`src/rtl/pcie_tx_pkg.sv`:
```
// Shared types and arbitration helpers for the PCIe TX arbiter.
package pcie_tx_pkg;

    localparam int NUM_TX_PORTS = 2;

    typedef enum logic [1:0] {
        IDLE = 2'd0,
        GNT0 = 2'd1,
        GNT1 = 2'd2
    } tx_arb_state_t;

    typedef logic tx_port_t;

    // Only meaningful when at least one request bit is set.
    function automatic tx_port_t arb_pick(input logic [1:0] req, input tx_port_t rr_last);
        if (req == 2'b11) begin
            return ~rr_last;
        end
        return req[1];
    endfunction

    function automatic tx_arb_state_t port_state(input tx_port_t p);
        return p ? GNT1 : GNT0;
    endfunction

endpackage

```
`src/rtl/pcie_tx_axis_mux.sv`:
```
// Combinational 2:1 AXI-Stream mux with tready steering, driven by the arbiter state.
module pcie_tx_axis_mux
    import pcie_tx_pkg::*;
#(
    parameter int C_DATA_WIDTH = 64,
    parameter int KEEP_WIDTH   = C_DATA_WIDTH / 8
) (
    input  tx_arb_state_t           i_state,
    input  logic [C_DATA_WIDTH-1:0] i_s0_tdata,
    input  logic [KEEP_WIDTH-1:0]   i_s0_tkeep,
    input  logic [3:0]              i_s0_tuser,
    input  logic                    i_s0_tlast,
    input  logic                    i_s0_tvalid,
    input  logic [C_DATA_WIDTH-1:0] i_s1_tdata,
    input  logic [KEEP_WIDTH-1:0]   i_s1_tkeep,
    input  logic [3:0]              i_s1_tuser,
    input  logic                    i_s1_tlast,
    input  logic                    i_s1_tvalid,
    input  logic                    i_m_tready,
    output logic [C_DATA_WIDTH-1:0] o_m_tdata,
    output logic [KEEP_WIDTH-1:0]   o_m_tkeep,
    output logic [3:0]              o_m_tuser,
    output logic                    o_m_tlast,
    output logic                    o_m_tvalid,
    output logic                    o_s0_tready,
    output logic                    o_s1_tready
);

    always_comb begin
        o_m_tdata   = '0;
        o_m_tkeep   = '0;
        o_m_tuser   = '0;
        o_m_tlast   = 1'b0;
        o_m_tvalid  = 1'b0;
        o_s0_tready = 1'b0;
        o_s1_tready = 1'b0;
        case (i_state)
            GNT0: begin
                o_m_tdata   = i_s0_tdata;
                o_m_tkeep   = i_s0_tkeep;
                o_m_tuser   = i_s0_tuser;
                o_m_tlast   = i_s0_tlast;
                o_m_tvalid  = i_s0_tvalid;
                o_s0_tready = i_m_tready;
            end
            GNT1: begin
                o_m_tdata   = i_s1_tdata;
                o_m_tkeep   = i_s1_tkeep;
                o_m_tuser   = i_s1_tuser;
                o_m_tlast   = i_s1_tlast;
                o_m_tvalid  = i_s1_tvalid;
                o_s1_tready = i_m_tready;
            end
            default: ;
        endcase
    end

endmodule

```
`src/rtl/pcie_tx_arbiter.sv`:
```
// Packet-granular round-robin arbiter sharing the 7-series PCIe TX stream between
// two requesters, with an idle watchdog and link-down release.
module pcie_tx_arbiter
    import pcie_tx_pkg::*;
#(
    parameter int C_DATA_WIDTH   = 64,
    parameter int KEEP_WIDTH     = C_DATA_WIDTH / 8,
    parameter int TIMEOUT_CYCLES = 1024,
    parameter int CNT_WIDTH      = 32
) (
    input  logic                    user_clk,
    input  logic                    user_reset_n,
    input  logic                    user_lnk_up,
    input  logic [1:0]              req_i,
    output logic [1:0]              ack_o,
    input  logic [C_DATA_WIDTH-1:0] s0_tdata,
    input  logic [KEEP_WIDTH-1:0]   s0_tkeep,
    input  logic [3:0]              s0_tuser,
    input  logic                    s0_tlast,
    input  logic                    s0_tvalid,
    output logic                    s0_tready,
    input  logic [C_DATA_WIDTH-1:0] s1_tdata,
    input  logic [KEEP_WIDTH-1:0]   s1_tkeep,
    input  logic [3:0]              s1_tuser,
    input  logic                    s1_tlast,
    input  logic                    s1_tvalid,
    output logic                    s1_tready,
    output logic [C_DATA_WIDTH-1:0] s_axis_tx_tdata,
    output logic [KEEP_WIDTH-1:0]   s_axis_tx_tkeep,
    output logic [3:0]              s_axis_tx_tuser,
    output logic                    s_axis_tx_tlast,
    output logic                    s_axis_tx_tvalid,
    input  logic                    s_axis_tx_tready,
    output logic [CNT_WIDTH-1:0]    pkt_cnt0_o,
    output logic [CNT_WIDTH-1:0]    pkt_cnt1_o,
    output logic [15:0]             timeout_cnt_o
);

    localparam logic [15:0] IDLE_LIMIT = 16'(TIMEOUT_CYCLES - 1);

    tx_arb_state_t          r_state;
    tx_port_t               r_rr_last;
    logic                   r_in_pkt;
    logic [15:0]            r_idle_cnt;
    logic [15:0]            r_timeout_cnt;
    logic [CNT_WIDTH-1:0]   r_pkt_cnt0;
    logic [CNT_WIDTH-1:0]   r_pkt_cnt1;

    tx_port_t               w_cur;
    logic                   w_cur_req;
    logic                   w_beat;
    logic                   w_tlast_beat;

    assign w_cur        = (r_state == GNT1);
    assign w_cur_req    = req_i[w_cur];
    assign w_beat       = s_axis_tx_tvalid & s_axis_tx_tready;
    assign w_tlast_beat = w_beat & s_axis_tx_tlast;

    pcie_tx_axis_mux #(
        .C_DATA_WIDTH (C_DATA_WIDTH),
        .KEEP_WIDTH   (KEEP_WIDTH)
    ) u_mux (
        .i_state     (r_state),
        .i_s0_tdata  (s0_tdata),
        .i_s0_tkeep  (s0_tkeep),
        .i_s0_tuser  (s0_tuser),
        .i_s0_tlast  (s0_tlast),
        .i_s0_tvalid (s0_tvalid),
        .i_s1_tdata  (s1_tdata),
        .i_s1_tkeep  (s1_tkeep),
        .i_s1_tuser  (s1_tuser),
        .i_s1_tlast  (s1_tlast),
        .i_s1_tvalid (s1_tvalid),
        .i_m_tready  (s_axis_tx_tready),
        .o_m_tdata   (s_axis_tx_tdata),
        .o_m_tkeep   (s_axis_tx_tkeep),
        .o_m_tuser   (s_axis_tx_tuser),
        .o_m_tlast   (s_axis_tx_tlast),
        .o_m_tvalid  (s_axis_tx_tvalid),
        .o_s0_tready (s0_tready),
        .o_s1_tready (s1_tready)
    );

    // Release priority while granted: link down, end of packet, watchdog, withdrawal.
    always_ff @(posedge user_clk) begin
        if (!user_reset_n) begin
            r_state       <= IDLE;
            r_rr_last     <= 1'b1;
            r_in_pkt      <= 1'b0;
            r_idle_cnt    <= '0;
            r_timeout_cnt <= '0;
            r_pkt_cnt0    <= '0;
            r_pkt_cnt1    <= '0;
        end else begin
            case (r_state)
                IDLE: begin
                    if (user_lnk_up && (req_i != 2'b00)) begin
                        r_state    <= port_state(arb_pick(req_i, r_rr_last));
                        r_in_pkt   <= 1'b0;
                        r_idle_cnt <= '0;
                    end
                end
                GNT0, GNT1: begin
                    if (!user_lnk_up) begin
                        r_state  <= IDLE;
                        r_in_pkt <= 1'b0;
                    end else if (w_tlast_beat) begin
                        r_rr_last  <= w_cur;
                        r_in_pkt   <= 1'b0;
                        r_idle_cnt <= '0;
                        if (w_cur) begin
                            r_pkt_cnt1 <= r_pkt_cnt1 + CNT_WIDTH'(1);
                        end else begin
                            r_pkt_cnt0 <= r_pkt_cnt0 + CNT_WIDTH'(1);
                        end
                        if (req_i != 2'b00) begin
                            r_state <= port_state(arb_pick(req_i, w_cur));
                        end else begin
                            r_state <= IDLE;
                        end
                    end else if (w_beat) begin
                        r_in_pkt   <= 1'b1;
                        r_idle_cnt <= '0;
                    end else if (r_idle_cnt == IDLE_LIMIT) begin
                        r_state   <= IDLE;
                        r_in_pkt  <= 1'b0;
                        r_rr_last <= w_cur;
                        if (r_timeout_cnt != 16'hFFFF) begin
                            r_timeout_cnt <= r_timeout_cnt + 16'd1;
                        end
                    end else if (!r_in_pkt && !w_cur_req) begin
                        r_state <= IDLE;
                    end else begin
                        r_idle_cnt <= r_idle_cnt + 16'd1;
                    end
                end
                default: r_state <= IDLE;
            endcase
        end
    end

    assign ack_o         = {r_state == GNT1, r_state == GNT0};
    assign pkt_cnt0_o    = r_pkt_cnt0;
    assign pkt_cnt1_o    = r_pkt_cnt1;
    assign timeout_cnt_o = r_timeout_cnt;

endmodule

```
`config.mk`:
```
export PLATFORM = sky130hd
export DESIGN_NAME = pcie_tx_arbiter
export DESIGN_NICKNAME = d
export VERILOG_FILES = /design/src/rtl/pcie_tx_pkg.sv /design/src/rtl/pcie_tx_axis_mux.sv /design/src/rtl/pcie_tx_arbiter.sv
export SDC_FILE = /design/constraint.sdc
export NUM_CORES = 1
export LEC_CHECK = 0
export CORE_AREA = 2 2 124 126
export DETAILED_ROUTE_END_ITERATION = 7
export DIE_AREA = 0 0 126 128
export DONT_BUFFER_PORTS = 1
export GPL_TIMING_DRIVEN = 0
export SLEW_MARGIN = 10
export SYNTH_ARGS = -nofsm -noshare
export SYNTH_HDL_FRONTEND = slang
export SYNTH_SLANG_ARGS = --single-unit
```
`constraint.sdc`:
```
create_clock -name user_clk -period 4.5 [get_ports user_clk]
set_input_delay 0.675 -clock user_clk [delete_from_list [all_inputs] [get_ports user_clk]]
set_output_delay 0.675 -clock user_clk [all_outputs]
set_load 0.05 [all_outputs]
```
# Yosys cells after proc, flatten, opt, wreduce, memory -nomap -nowiden
# Cells that the tools add are included.
classes:
  addsub: 4
  n_lt_le_gt_ge: 1
  eq_ne: 13
  mux: 56
  bitwise: 6
  reduce_logical: 16
ops:
  columns: ["operator", "n"]
  rows:
  - ["case mux 64 bit (2 select lines)", 1]
  - ["two-way mux 16 bit", 6]
  - ["adder 32 x 1 -> 32 bit (second input constant)", 2]
  - ["two-way mux 1 bit", 33]
  - ["adder 16 x 1 -> 16 bit (second input constant)", 2]
  - ["case mux 16 bit (2 select lines)", 1]
  - ["two-way mux 2 bit", 9]
  - ["equality test 16 x 10 -> 1 bit (second input constant)", 1]
  - ["!= test 16 bit (second input constant)", 1]
  - ["case mux 8 bit (2 select lines)", 1]
  - ["!= test 4 bit (second input constant)", 3]
  - ["AND reduction 4 bit", 3]
  - ["!= test 5 bit (second input constant)", 2]
  - ["case mux 4 bit (2 select lines)", 1]
  - ["case mux 1 bit (2 select lines)", 3]
  - ["AND reduction 3 bit", 2]
  - ["AND reduction 6 bit", 1]
  - ["nonzero test 2 bit", 3]
  - ["AND reduction 5 bit", 1]
  - ["equality test 2 bit (second input constant)", 2]
  - ["!= test 2 bit (second input constant)", 2]
  - ["inverter 1 bit", 4]
  - ["case mux 2 bit (2 select lines)", 1]
  - ["AND 1 bit", 2]
  - ["7 further kinds", 9]
totals:
  regBits: 100
  out_inout_bits: 162
  elab_cells: 103

# Longest topological paths before layout
depth:
  ltp_word: 19
  depth_mapped: 9
  depth_no_buf: 7

# By module
# A second synthesis with hierarchy kept.
hier_totals:
  hier_cells: 779
  hier_area_um2: 6087.1
modules_own_cells:
  columns: ["module", "n_inst", "cells_each", "area_per_inst_um2", "seq_area_each_um2"]
  rows:
  - ["pcie_tx_arbiter", 1, 590, 4944.7, 2001.9]
  - ["pcie_tx_axis_mux", 1, 189, 1142.3, 0.0]

# Worst setup path after synthesis
# Ideal clock, no wire load.
synth_timing:
  path_type: "reg-to-output"
  startpoint: "register r_state[1]"
  endpoint: "output s_axis_tx_tdata[0]"
  t_arrival_ps: 2368
  slack_ps: 1457
  path_stages_with_launch: 7
  path_buffers: 2
  cell_sequence: "dfxtp_1 -> inv_1 -> ha_1 -> clkbuf_1 -> buf_1 -> a22oi_1 -> nor2b_1"
synth_via:
  elab_chain_cells: 2
synth_lines:
  columns: ["element", "line", "text"]
  rows:
  - ["start: declaration", "pcie_tx_arbiter.sv:41", "tx_arb_state_t r_state;"]
  - ["start signal: assignment", "pcie_tx_arbiter.sv:98", "r_state <= port_state(arb_pick(req_i, r_rr_last));"]
  - ["start signal: assignment", "pcie_tx_arbiter.sv:117", "r_state <= port_state(arb_pick(req_i, w_cur));"]
  - ["equality test 2 x 1 -> 1 bit", null, null]
  - ["named net ack_o[0]", "pcie_tx_arbiter.sv:15", "output logic [1:0] ack_o,"]
  - ["case mux 64 bit (2 select lines)", "pcie_tx_axis_mux.sv:37", "case (i_state)"]
  - ["end: declaration", "pcie_tx_arbiter.sv:28", "output logic [C_DATA_WIDTH-1:0] s_axis_tx_tdata,"]
# The timed path passes the listed nets, and every way through them passes these cells.

# Worst setup path in the final report
layout_timing:
  startpoint: "register r_state[1]"
  endpoint: "output s_axis_tx_tuser[3]"
layout_via:
  elab_chain_cells: 2
layout_lines:
  columns: ["element", "line", "text"]
  rows:
  - ["equality test 2 x 1 -> 1 bit", null, null]
  - ["named net ack_o[0]", "pcie_tx_arbiter.sv:15", null]
  - ["case mux 4 bit (2 select lines)", "pcie_tx_axis_mux.sv:37", null]
  - ["end: declaration", "pcie_tx_arbiter.sv:30", "output logic [3:0] s_axis_tx_tuser,"]
# The timed path passes the listed nets, and every way through them passes these cells.

==> out/results.tsv <==
metric	value	unit
synth_top_area_cell	dfxtp_1	
postSynthRegisterBits	100	
syn2layout_area_growth	9.208	%
ios	324	
overflow	0	
grt_max_degree	19	
power.density	358.5	nW/um^2
reg2reg_to	pkt_cnt1_o[31]	
die_x	126	um
final.period_utilization	0.9776	
multi_input_area	3864	um^2
r2r-start	r_state[1]	
report.final.slew_viol_count	0	
netSwitchingPower	902.4	uW
fill_cells	1505	
cts-root-buf	clkbuf_16	
die_y	128	um
wire_per_inst	24.02	um
die_area	16130	um^2
hpwlAfterDp	19350	um
viasPerCell	6.348	
yosysWarningCount	0	
grt_antenna_before_repair	2	
finalSetupViolCount	0	
rows	45	
leakagePower	2.016	nW
core_area	14860	um^2
crit_start	r_state[1]	
arrival	3.72	ns
grt_pass1_vias	5807	
p_seq_frac	0.371	
syn_area	6142	um^2
p_int	1.502	mW
finClkSkew	0.009928	ns
hold_path.class	primary input to flip-flop	
finalCriticalPeriod	4.399	ns
first_iter_violations	442	
port_buffers	0	
rrSetupSlack	0.97	ns
synth_edf_count	0	
required	3.83	ns
rsz0062_at_grt	false	
grtUsageTotal	0.2808	
syn-num-nets	965	
final_cell_mix	dfxtp_1 (100), a22oi_1 (79), nor2b_1 (74)	
drive_gt1_frac	0.03329	
tightest_slew	1.309	ns
wl	24040	um
async_reset_ff_frac	0	
drc	0	
fmax	0.2273	GHz
total_power	2.404	mW
synth_cells	794	
cts_sinks	100	
path_max_fanout	10	
netlist_top_cells_area	dfxtp_1 (33%), a22oi_1 (9.7%), nor2b_1 (7.8%)	
seqCellArea	2002	um^2
path_clk_slew	0.08	ns
cts_tree	done	
first_pass_iters	5	
final_util	0.4513	
h-tree-depth	3	
p_comb_frac	0.291	
finalSetupTns	0	ns
path_class	flip-flop to output pin	
drtAntennaViolNets	0	
numCtsBuffers	9	
mostFrequentLayoutCell	dfxtp_1	
crit_end	s_axis_tx_tuser[3]	
max_slew_margin	0.1256	
start_util	0.4132	
pwr-share-clk	0.337	
clk_latency	0.36	ns
hold_violations	0	
routed-via-count	6354	
p_sw_frac	0.3753	
ctsLongestPathBuffers	2	
synth_flop_cell	dfxtp_1	
reg2reg_depth	8	
grt_first_pass_wirelength	34530	um
synth.top_cell.area_share	0.3259	
critPathLaunchType	flip-flop	
status	completed	
vdd_drop_max	0.0001496	V
cap_violations	0	
yosysUniqueCellTypes	51	
synth.avg_cell_area	7.736	um^2
place_congestion	0.8927	
nets	977	
seq_area_frac_synth	0.3259	
endpoint_kind	output pin	
[flip-flops by register name (all words and copies together), names as in the netlist]
name           count
pkt_cnt0_o        32
pkt_cnt1_o        32
r_idle_cnt        16
r_in_pkt           1
r_rr_last          1
r_state            2
timeout_cnt_o     16
[area by class of cell]
type / instances / share of cell area
antenna: 2 / 0.0007461
multi-input combinational: 620 / 0.5760
buffer: 52 / 0.03003
tap: 188 / 0.03507
clock buffer: 9 / 0.03358
clock inverter: 7 / 0.01212
sequential: 100 / 0.2985
timing repair buffer: 1 / 0.001679
inverter: 22 / 0.01231
[kinds of logic after synthesis]
| group | count (synthesis) | synth area share |
|---|---|---|
| adder cells (fa/ha/maj) | 9 | 0.01833 |
| AND/OR/NAND/NOR | 369 | 0.3302 |
| flip-flops | 100 | 0.3259 |
| multiplexers | 13 | 0.02118 |
| buffers and inverters | 74 | 0.04624 |
| AO/OA/AOI/OAI | 192 | 0.2053 |
| XOR/XNOR | 37 | 0.05276 |
[repair_timing]
item                       in CTS  in global routing
setup buffers                   0                  0
resized for setup               0                  3
hold buffers                    0                  0
setup endpoints to repair       0                  3
[per-layer routing]
layer / vias up / wire [um] / share of wire / global-route usage
met5: - / 0 / 0 / 0
met4: 0 / 810 / 0.034 / 0.09567
met3: 42 / 2475 / 0.10 / 0.1160
met2: 318 / 11520 / 0.48 / 0.4696
met1: 3067 / 9241 / 0.38 / 0.3261
li1: 2927 / - / - / -
[how the worst min path moves through the flow]
stage / from / end / slack (ns) / cells after the start
2_1_floorplan: r_in_pkt / r_in_pkt / 0.45 / 2
6_report: user_reset_n / pkt_cnt0_o[6] / 0.46 / 2
3_5_place_dp: r_in_pkt / r_in_pkt / 0.48 / 2
3_3_place_gp: r_in_pkt / r_in_pkt / 0.47 / 2
4_1_cts: user_reset_n / pkt_cnt0_o[6] / 0.46 / 2
5_1_grt: user_reset_n / pkt_cnt1_o[30] / 0.45 / 2
[power by group through the flow]
| stage | clock network, mW | registers [mW] | logic, mW |
|---|---|---|---|
| 6_report | 0.811 | 0.893 | 0.700 |
| 4_1_cts | 0.822 | 0.893 | 0.695 |
| 3_5_place_dp | 0 | 0.914 | 0.693 |
| 5_1_grt | 0.866 | 0.894 | 0.741 |
| 3_3_place_gp | 0 | 0.913 | 0.682 |
| 2_1_floorplan | 0 | 0.913 | 0.549 |
[metrics by stage]
stage                     std cells  setup slack (ns)  hold slack, ns  cell area, um^2
final                          1001            0.1006          0.4628             6708
after global routing           1001           0.02050          0.4501             6708
after CTS                       999           0.08088          0.4551             6695
after detailed placement        983            0.4763          0.4798             6389
after global placement          982            0.5285          0.4660             6377
after floorplan                 794             1.457          0.4496             6142
[critical path, cell delays in order (launching register included)]
cell and delay, ns:
dfxtp_1 0.35, inv_1 0.10, ha_1 0.71, clkbuf_1 0.56, clkbuf_1 0.49, a22oi_1 0.14, nor2b_1 0.99
[synthesized netlist by cell type, types with 9 or more instances]
| library cell | n |
|---|---|
| mux2i_1 | 13 |
| xnor2_1 | 16 |
| and4_1 | 11 |
| ha_1 | 9 |
| nand4_1 | 35 |
| or4_1 | 10 |
| a22oi_1 | 79 |
| xor2_1 | 21 |
| and3_1 | 14 |
| o21ai_0 | 38 |
| dfxtp_1 | 100 |
| nand2_1 | 60 |
| nand2b_1 | 12 |
| nor2_1 | 54 |
| nand3_1 | 32 |
| a21oi_1 | 44 |
| nor4_1 | 10 |
| or3_1 | 31 |
| nor2b_1 | 77 |
| inv_1 | 21 |
| clkbuf_1 | 45 |
Power figures use the tool's default switching activity.
